File: config.mk
export PLATFORM = sky130hd
export DESIGN_NAME = sipo_readout
export DESIGN_NICKNAME = d
export VERILOG_FILES = /design/src/rtl/qpix_pkg.sv /design/src/rtl/sync_2ff.sv /design/src/rtl/sipo_readout.sv
export SDC_FILE = /design/constraint.sdc
export NUM_CORES = 1
export LEC_CHECK = 0
export BUFFER_PORTS_ARGS = -buffer_cell sky130_fd_sc_hd__buf_2
export CORE_AREA = 2 2 112 114
export CTS_CLUSTER_DIAMETER = 80
export CTS_CLUSTER_SIZE = 28
export DETAILED_ROUTE_END_ITERATION = 12
export DIE_AREA = 0 0 114 116
export GPL_ROUTABILITY_DRIVEN = 1
export HOLD_SLACK_MARGIN = 0.15
export PLACE_DENSITY = 0.72
export SLEW_MARGIN = 20
export SYNTH_ARGS = -nofsm -noshare
export SYNTH_HDL_FRONTEND = slang
export SYNTH_SLANG_ARGS = --single-unit
File: constraint.sdc
create_clock -name clk -period 5.1 [get_ports clk]
set_clock_uncertainty 0.2 [all_clocks]
set_input_delay 0.765 -clock clk [delete_from_list [all_inputs] [get_ports clk]]
set_output_delay 0.765 -clock clk [all_outputs]
set_load 0.1 [all_outputs]
File: src/rtl/qpix_pkg.sv
// Shared QPix readout definitions: serial-readout FSM encoding and default
// frame geometry used by the SIPO readout path.
package qpix_pkg;

  // Bits per lane in one readout frame
  localparam int QPIX_NBITS = 32;

  // Half-period of the chip serial clock, in fabric clock cycles
  localparam int QPIX_SER_DIV = 4;

  typedef enum logic [2:0] {
    IDLE       = 3'd0,
    LOAD_SETUP = 3'd1,
    LOAD_HI    = 3'd2,
    SHIFT_LO   = 3'd3,
    SHIFT_HI   = 3'd4,
    DONE       = 3'd5
  } sipo_state_t;

  // States in which the chip serial clock is high
  function automatic logic ser_clk_high(input sipo_state_t s);
    return (s == LOAD_HI) || (s == SHIFT_HI);
  endfunction

  // States in which the chip is told to shift rather than load
  function automatic logic ser_cnt_shift(input sipo_state_t s);
    return (s == SHIFT_LO) || (s == SHIFT_HI);
  endfunction

endpackage

File: src/rtl/sync_2ff.sv
// Two-flop synchronizer for slow, level-type signals crossing into the clk
// domain (DataOut lanes, oLVDS, deltaT). Each bit is synchronized on its own,
// so multi-bit buses must only be sampled once they are known to be stable.
module sync_2ff #(
  parameter int WIDTH = 1
) (
  input  logic             clk,
  input  logic             rst,
  input  logic [WIDTH-1:0] d,
  output logic [WIDTH-1:0] q
);

  logic [WIDTH-1:0] meta;

  // First stage may go metastable; second stage gives it a full cycle to resolve
  always_ff @(posedge clk or posedge rst) begin
    if (rst) begin
      meta <= '0;
      q    <= '0;
    end else begin
      meta <= d;
      q    <= meta;
    end
  end

endmodule

File: src/rtl/sipo_readout.sv
// QPix serial-out readback: generates the chip serial clock and serialOutCnt,
// issues one load pulse followed by NBITS shift pulses, and captures DataOut1/2
// MSB-first into two parallel words.
// Optional feature: define SIPO_FRAME_CNT_EN to add a 16-bit wrapping count of
// completed frames on port frame_cnt.
module sipo_readout
  import qpix_pkg::*;
#(
  parameter int NBITS   = QPIX_NBITS,
  parameter int CLK_DIV = QPIX_SER_DIV
) (
  input  logic             clk,
  input  logic             rst,
  input  logic             start,
  input  logic             ser_din1,
  input  logic             ser_din2,
  output logic             ser_clk_out,
  output logic             ser_cnt_out,
  output logic [NBITS-1:0] data_out1,
  output logic [NBITS-1:0] data_out2,
  output logic             valid,
  output logic             busy
`ifdef SIPO_FRAME_CNT_EN
  ,
  output logic [15:0]      frame_cnt
`endif
);

  localparam int BCW = $clog2(NBITS + 1);
  localparam logic [7:0]     PHASE_LAST = 8'(CLK_DIV - 1);
  localparam logic [BCW-1:0] BIT_LAST   = BCW'(NBITS - 1);

  sipo_state_t    state;
  sipo_state_t    state_next;
  logic [7:0]     phase;
  logic [BCW-1:0] bit_cnt;
  logic           start_q;
  logic           start_edge;
  logic           phase_done;
  logic           sample_en;
  logic           ser_clk_next;
  logic           ser_cnt_next;
  logic [1:0]     din_sync;
  logic [NBITS-1:0] shift1;
  logic [NBITS-1:0] shift2;

  // Lane data is asynchronous to clk; CLK_DIV >= 3 leaves time for it to settle
  sync_2ff #(
    .WIDTH(2)
  ) u_din_sync (
    .clk (clk),
    .rst (rst),
    .d   ({ser_din2, ser_din1}),
    .q   (din_sync)
  );

  assign start_edge = start & ~start_q;
  assign phase_done = (phase == PHASE_LAST);
  assign sample_en  = (state == SHIFT_LO) && phase_done;
  assign valid      = (state == DONE);
  assign busy       = (state != IDLE) && (state != DONE);

  // Next-state logic and the pin levels that the next state will drive
  always_comb begin
    state_next = state;
    case (state)
      IDLE:       if (start_edge) state_next = LOAD_SETUP;
      LOAD_SETUP: if (phase_done) state_next = LOAD_HI;
      LOAD_HI:    if (phase_done) state_next = SHIFT_LO;
      SHIFT_LO:   if (phase_done) state_next = SHIFT_HI;
      SHIFT_HI:   if (phase_done) state_next = (bit_cnt == BIT_LAST) ? DONE : SHIFT_LO;
      DONE:       state_next = IDLE;
      default:    state_next = IDLE;
    endcase
    ser_clk_next = ser_clk_high(state_next);
    ser_cnt_next = ser_cnt_shift(state_next);
  end

  // State, phase and bit counters; pins are registered so the chip never sees decode glitches
  always_ff @(posedge clk or posedge rst) begin
    if (rst) begin
      state       <= IDLE;
      phase       <= '0;
      bit_cnt     <= '0;
      start_q     <= 1'b0;
      ser_clk_out <= 1'b0;
      ser_cnt_out <= 1'b0;
    end else begin
      state       <= state_next;
      start_q     <= start;
      ser_clk_out <= ser_clk_next;
      ser_cnt_out <= ser_cnt_next;
      if ((state_next == state) && (state != IDLE))
        phase <= phase + 8'd1;
      else
        phase <= '0;
      if (state == IDLE)
        bit_cnt <= '0;
      else if ((state == SHIFT_HI) && phase_done)
        bit_cnt <= bit_cnt + 1'b1;
    end
  end

  // Sample both lanes at the end of each low phase, first bit ends up in the MSB
  always_ff @(posedge clk or posedge rst) begin
    if (rst) begin
      shift1 <= '0;
      shift2 <= '0;
    end else if (sample_en) begin
      shift1 <= {shift1[NBITS-2:0], din_sync[0]};
      shift2 <= {shift2[NBITS-2:0], din_sync[1]};
    end
  end

  // Publish whole words on entry to DONE so they change together with valid
  always_ff @(posedge clk or posedge rst) begin
    if (rst) begin
      data_out1 <= '0;
      data_out2 <= '0;
    end else if (state_next == DONE) begin
      data_out1 <= shift1;
      data_out2 <= shift2;
    end
  end

`ifdef SIPO_FRAME_CNT_EN
  logic [15:0] frame_cnt_r;

  // Completed-frame counter, stepping in the same cycle as the data words
  always_ff @(posedge clk or posedge rst) begin
    if (rst)
      frame_cnt_r <= '0;
    else if (state_next == DONE)
      frame_cnt_r <= frame_cnt_r + 16'd1;
  end

  assign frame_cnt = frame_cnt_r;
`endif

endmodule

* Yosys cells after proc, flatten, opt, wreduce, memory -nomap -nowiden
Cells that the tools add are included.
Operators by class: add/sub/neg operators 2, eq/ne operators 13, muxes and demuxes 10, bitwise logic cells 2, reduce and logical (&&, ||, !) cells 9
Operators by type and width (number):
- two-way mux 3 bit | 6
- case mux 3 bit (5 select lines) | 1
- == test 3 x 2 -> 1 bit, second input constant | 4
- == test 3 bit, second input constant | 4
- two-way mux 6 bit | 2
- adder 8 x 1 -> 8 bit, second input constant | 1
- == test 8 x 2 -> 1 bit, second input constant | 1
- two-way mux 8 bit | 1
- adder 6 x 1 -> 6 bit, second input constant | 1
- == test 6 x 5 -> 1 bit, second input constant | 1
- logical AND 1 bit | 4
- == test 3 x 1 -> 1 bit, second input constant | 1
- == test 3 bit | 1
- logical NOT 3 bit | 1
- != test 3 bit, second input constant | 1
- nonzero test 3 bit | 1
- logical OR 1 bit | 2
- nonzero test 2 bit | 1
- bitwise AND 1 bit | 1
- inverter 1 bit | 1
Storage, ports and cells: register bits 152, output and inout port bits 68, word-level logic and storage cells 48

* Depth between registers and ports, before layout
depth after elaboration 7, mapped depth 7, mapped depth without buffers 6

* By module
Synthesis repeated with hierarchy kept, for this count alone.
Second synthesis, totals: cell total of the unflattened synthesis 383, area, all modules 5881.9 um^2
Modules (own cells, without submodules):
- sipo_readout | times used 1, cells an instance 378, area each 5778.0 um^2, sequential area each 3703.6 um^2
- sync_2ff | times used 1, cells an instance 5, area each 103.8 um^2, sequential area each 100.1 um^2

* Least setup slack after synthesis
Ideal clock, no wire load.
path kind register -> output, from register state[2], to output port busy, arrival time 2509 ps, path slack 1626 ps, stages on the path, launching flop included 4, buffers on the path 1, path through dfrtp_1 -> clkbuf_1 -> and3b_1 -> nor2_1
On the way: longest elaborated chain between the ends 2, elaborated cells between the ends (all ways) 3, classes of those cells eq/ne (1); reduce/logical (2)
Ends and longest elaborated chain:
- from (decl) | RTL line sipo_readout.sv:33 | sipo_state_t state;
- from (signal assigned) | RTL line sipo_readout.sv:89 | state <= state_next;
- != test 3 bit / nonzero test 3 bit (equally long branches) | RTL line sipo_readout.sv:61 | assign busy = (state != IDLE) && (state != DONE);
- logical AND 1 bit (*) | RTL line sipo_readout.sv:61
- to (decl) | RTL line sipo_readout.sv:22 | output logic busy
Every way passes the cells marked *; elsewhere a longest branch is shown, timed or not.

* Worst setup path in the final report
from register phase[0], to register data_out1[21]
On the way: longest elaborated chain between the ends 4, elaborated cells between the ends (all ways) 7, classes of those cells eq/ne (2); mux (5)
Ends and longest elaborated chain:
- from (decl) | RTL line sipo_readout.sv:35 | logic [7:0] phase;
- from (signal assigned) | RTL line sipo_readout.sv:94 | phase <= phase + 8'd1;
- == test 8 x 2 -> 1 bit (*) | RTL line sipo_readout.sv:58 | assign phase_done = (phase == PHASE_LAST);
- two-way mux 3 bit (on tied branches)
- case mux 3 bit (5 select lines) (*) | RTL line sipo_readout.sv:66 | case (state)
- == test 3 bit (*) | RTL line sipo_readout.sv:120 | end else if (state_next == DONE) begin
- to (signal assigned) | RTL line sipo_readout.sv:121 | data_out1 <= shift1;
- to (decl) | RTL line sipo_readout.sv:19 | output logic [NBITS-1:0] data_out1,
Marked as above. A chain may end at the register's enable or synchronous reset.

==> reports/metrics.csv <==
stage,metric,value,unit
yosys,"FF+latch count, synth",152,
setup_path,WP data required,5200,ps
clocking,Max clock buf depth,2,
global_routing,Total GRT Usage,0.165,
drt,drt first pass iters,4,
floorplan,Die Width,114,um
setup_path,Worst Path Max Fanout,40,
timing,RSZ-0062 raised after global routing,no,
clocking,worst skew pair latency,410,ps
setup_path,startpoint types,flop,
yosys,"FFs w/ async S/R, synth",1.00,
timing,Slew Limit Fails,0,
floorplan,core area,0.0119,mm2
global_routing,met3 GRT Util,0.0675,
drt,drt drc,0,
clocking,CTS Buf Count,17,
setup_path,WP data arrival,3340,ps
yosys,ys flop type,dfrtp_1,
pwr,Switching Share,0.194,
yosys,Mapped Avg Cell Area,15.5,um2
global_routing,antenna violations before repair,0,
timing,Slew headroom,0.314,
yosys,Synthesis Warnings,0,
place,port bufs,72,
timing,setup tns final,0,ps
cells_and_area,design area,0.00700,mm2
global_routing,met1 usage,0.209,
drt,Antenna Nets Post-Route,0,
timing,Final setup violation count,0,
global_routing,largest net degree at the start of global routing,118,
drt,final WL,9670,um
timing,Final period util,0.635,
pwr,design internal power,2070,uW
yosys,syn_nets,388,
place,routability cong.,0.822,
clocking,CTS Sinks,152,
floorplan,Ports,73,
drt,drt initial violations,206,
place,placed cell area,0.00637,mm2
setup_path,CP Class,reg -> reg,
global_routing,first-pass GRT wire length,16700,um
yosys,Netlist cell types,32,
timing,post-layout minimum cycle time,3240,ps
status,status,"finished, final reports clean",
yosys,Syn Inst Count,381,
global_routing,grt peak-use layer,met2,
drt,DR WL/cell,15.6,um
yosys,post-synthesis sequential area ratio,0.646,
floorplan,die area,0.0132,mm2
global_routing,grt total ovfl,0,
global_routing,vias in the first global route,3390,
clocking,H-Tree Level Count,4,
floorplan,Initial Util,0.495,
clocking,post-CTS setup buffer count,0,
pwr,worst IR drop on VDD,0.232,mV
clocking,CTS resizes,0,
clocking,CTS tree,done,
drt,Avg Vias per Cell,5.25,
yosys,mapped cell area,0.00589,mm2
clocking,Clock Root Buffer,clkbuf_16,
pwr,Comb power frac,0.011,
cells_and_area,Syn-to-layout area delta,18.9,%
pwr,LEAKAGE,0.00376,uW
floorplan,Die Y,116,um
timing,Tightest Pin Transition,1030,ps
hold_path,Hold Path Class,reg -> reg,
cells_and_area,layout cell share with drive strength beyond 1,0.403,
cells_and_area,ANT cells,0,
cells_and_area,Layout Nets,466,
run,max_cap viols,0,
timing,final hold violations,0,
clocking,hold buffer count at CTS,0,
pwr,Reg power frac,0.475,
timing,fmax,0.309,GHz
yosys,Post-synth EDFFs,0,
pwr,Pwr Density,366,mW/mm2
pwr,clock group share of total power,0.514,
setup_path,critical path endpoint category,flop,
pwr,NetSw,496,uW
place,Post-DP HPWL,6230,um
clocking,clock-pin transition on the worst setup and hold timing paths,60,ps
global_routing,met2 global-route usage,0.259,
drt,Via Count,3250,
floorplan,number of core rows,40,
[through the flow]
stage                     worst slack, ps  utilization  hold slack (ps)  total power [uW]  instances
after global placement               1930        0.535              134              1270        587
after CTS                            1840        0.588              152              2590        619
after detailed placement             1840        0.535              139              1270        587
final                                1860        0.588              151              2560        619
after floorplan                      41.9            -              131              1260        381
after global routing                 1660        0.588              168              2660        619
[worst max-delay path: stages, from the launching register on]
cell and delay, ps:
dfrtp_1 400, ha_1 250, nor3b_2 340, and2_1 290, nand3_4 110, a32oi_4 820
buf_12 330, mux2_2 360
[worst paths after layout]
| kind | depth (start not counted) | slack [ps] | from | end |
|---|---|---|---|---|
| max | 7 | 1860 | phase[0] | data_out1[21] |
| min | 0 | 150 | u_din_sync.meta[1] | u_din_sync.q[1] |
| min in group asynchronous | 2 | 270 | rst | data_out2[30] |
| max in group asynchronous | 3 | 3410 | rst | shift2[26] |
| max reg2reg | 7 | 1860 | phase[0] | data_out1[21] |
| min reg2reg | 0 | 150 | u_din_sync.meta[1] | u_din_sync.q[1] |
[cells in the mapped netlist, types with 2 or more instances]
cell type | n | area [um2]
mux2_1 | 51 | 574
nand2_1 | 11 | 41.3
dfrtp_1 | 152 | 3800
o21ai_0 | 5 | 25.0
nand3_1 | 9 | 45.0
nor3b_1 | 3 | 22.5
ha_1 | 2 | 25.0
buf_6 | 6 | 67.6
inv_1 | 2 | 7.51
nand3_2 | 2 | 20.0
xnor2_1 | 2 | 17.5
nor2_1 | 19 | 71.3
o21ai_1 | 2 | 10.0
and2_1 | 2 | 12.5
nor3_1 | 2 | 10.0
xor2_1 | 6 | 52.6
a21oi_1 | 2 | 10.0
buf_2 | 6 | 30.0
a31o_2 | 2 | 17.5
and3_1 | 3 | 18.8
clkbuf_1 | 4 | 15.0
mux2_2 | 77 | 867
nor3b_2 | 2 | 25.0
[state kept, by name (all words and copies together) (netlist names)]
name,flops
data_out1,32
ser_cnt_out,1
u_din_sync.meta,2
shift2,32
state,3
bit_cnt,6
start_q,1
phase,8
u_din_sync.q,2
ser_clk_out,1
shift1,32
data_out2,32
[layout by cell type (no fill, tap or decap), types with 3 or more instances in the layout]
cell       count
and3_1         3
buf_2         72
bufinv_16      4
clkbuf_1       3
clkbuf_16     17
clkinv_4       3
dfrtp_1      152
mux2_1        51
mux2_2        77
nand2_1       11
nand3_1        9
nor2_1        19
nor3b_1        3
o21ai_0        5
xor2_1         6
[routing by layer]
metal,up-vias,routed length [um]
li1,1498,-
met1,1672,4380
met2,68,4680
met3,12,498
met4,0,115
met5,-,0
[power groups by stage]
| stage | clock network, uW | registers (uW) | logic (uW) |
|---|---|---|---|
| floorplan | 0 | 1240 | 21.1 |
| global placement | 0 | 1240 | 29.2 |
| detailed placement | 0 | 1240 | 30.3 |
| CTS | 1350 | 1220 | 30.4 |
| global route | 1400 | 1220 | 34.4 |
| finish | 1320 | 1220 | 28.5 |
[cell type report]
type | instances | area [um2]
fillers | 949 | 4910
flip-flops and latches | 152 | 3800
multi-input cells | 211 | 1970
clock buffers | 22 | 464
repair buffers | 75 | 395
well taps | 147 | 184
clock inverters | 10 | 168
inverters | 2 | 15.0
[kinds of logic after synthesis]
family,Yosys count,synth area share
buffers and inverters,18,0.0204
muxes,128,0.245
adders and majority gates,2,0.00425
AOI/OAI and AO/OA,15,0.0193
DFF,152,0.646
and+or+nand+nor,58,0.0537
xor gates and xnor gates,8,0.0119
Note: power is estimated with default switching activity, not from simulation.
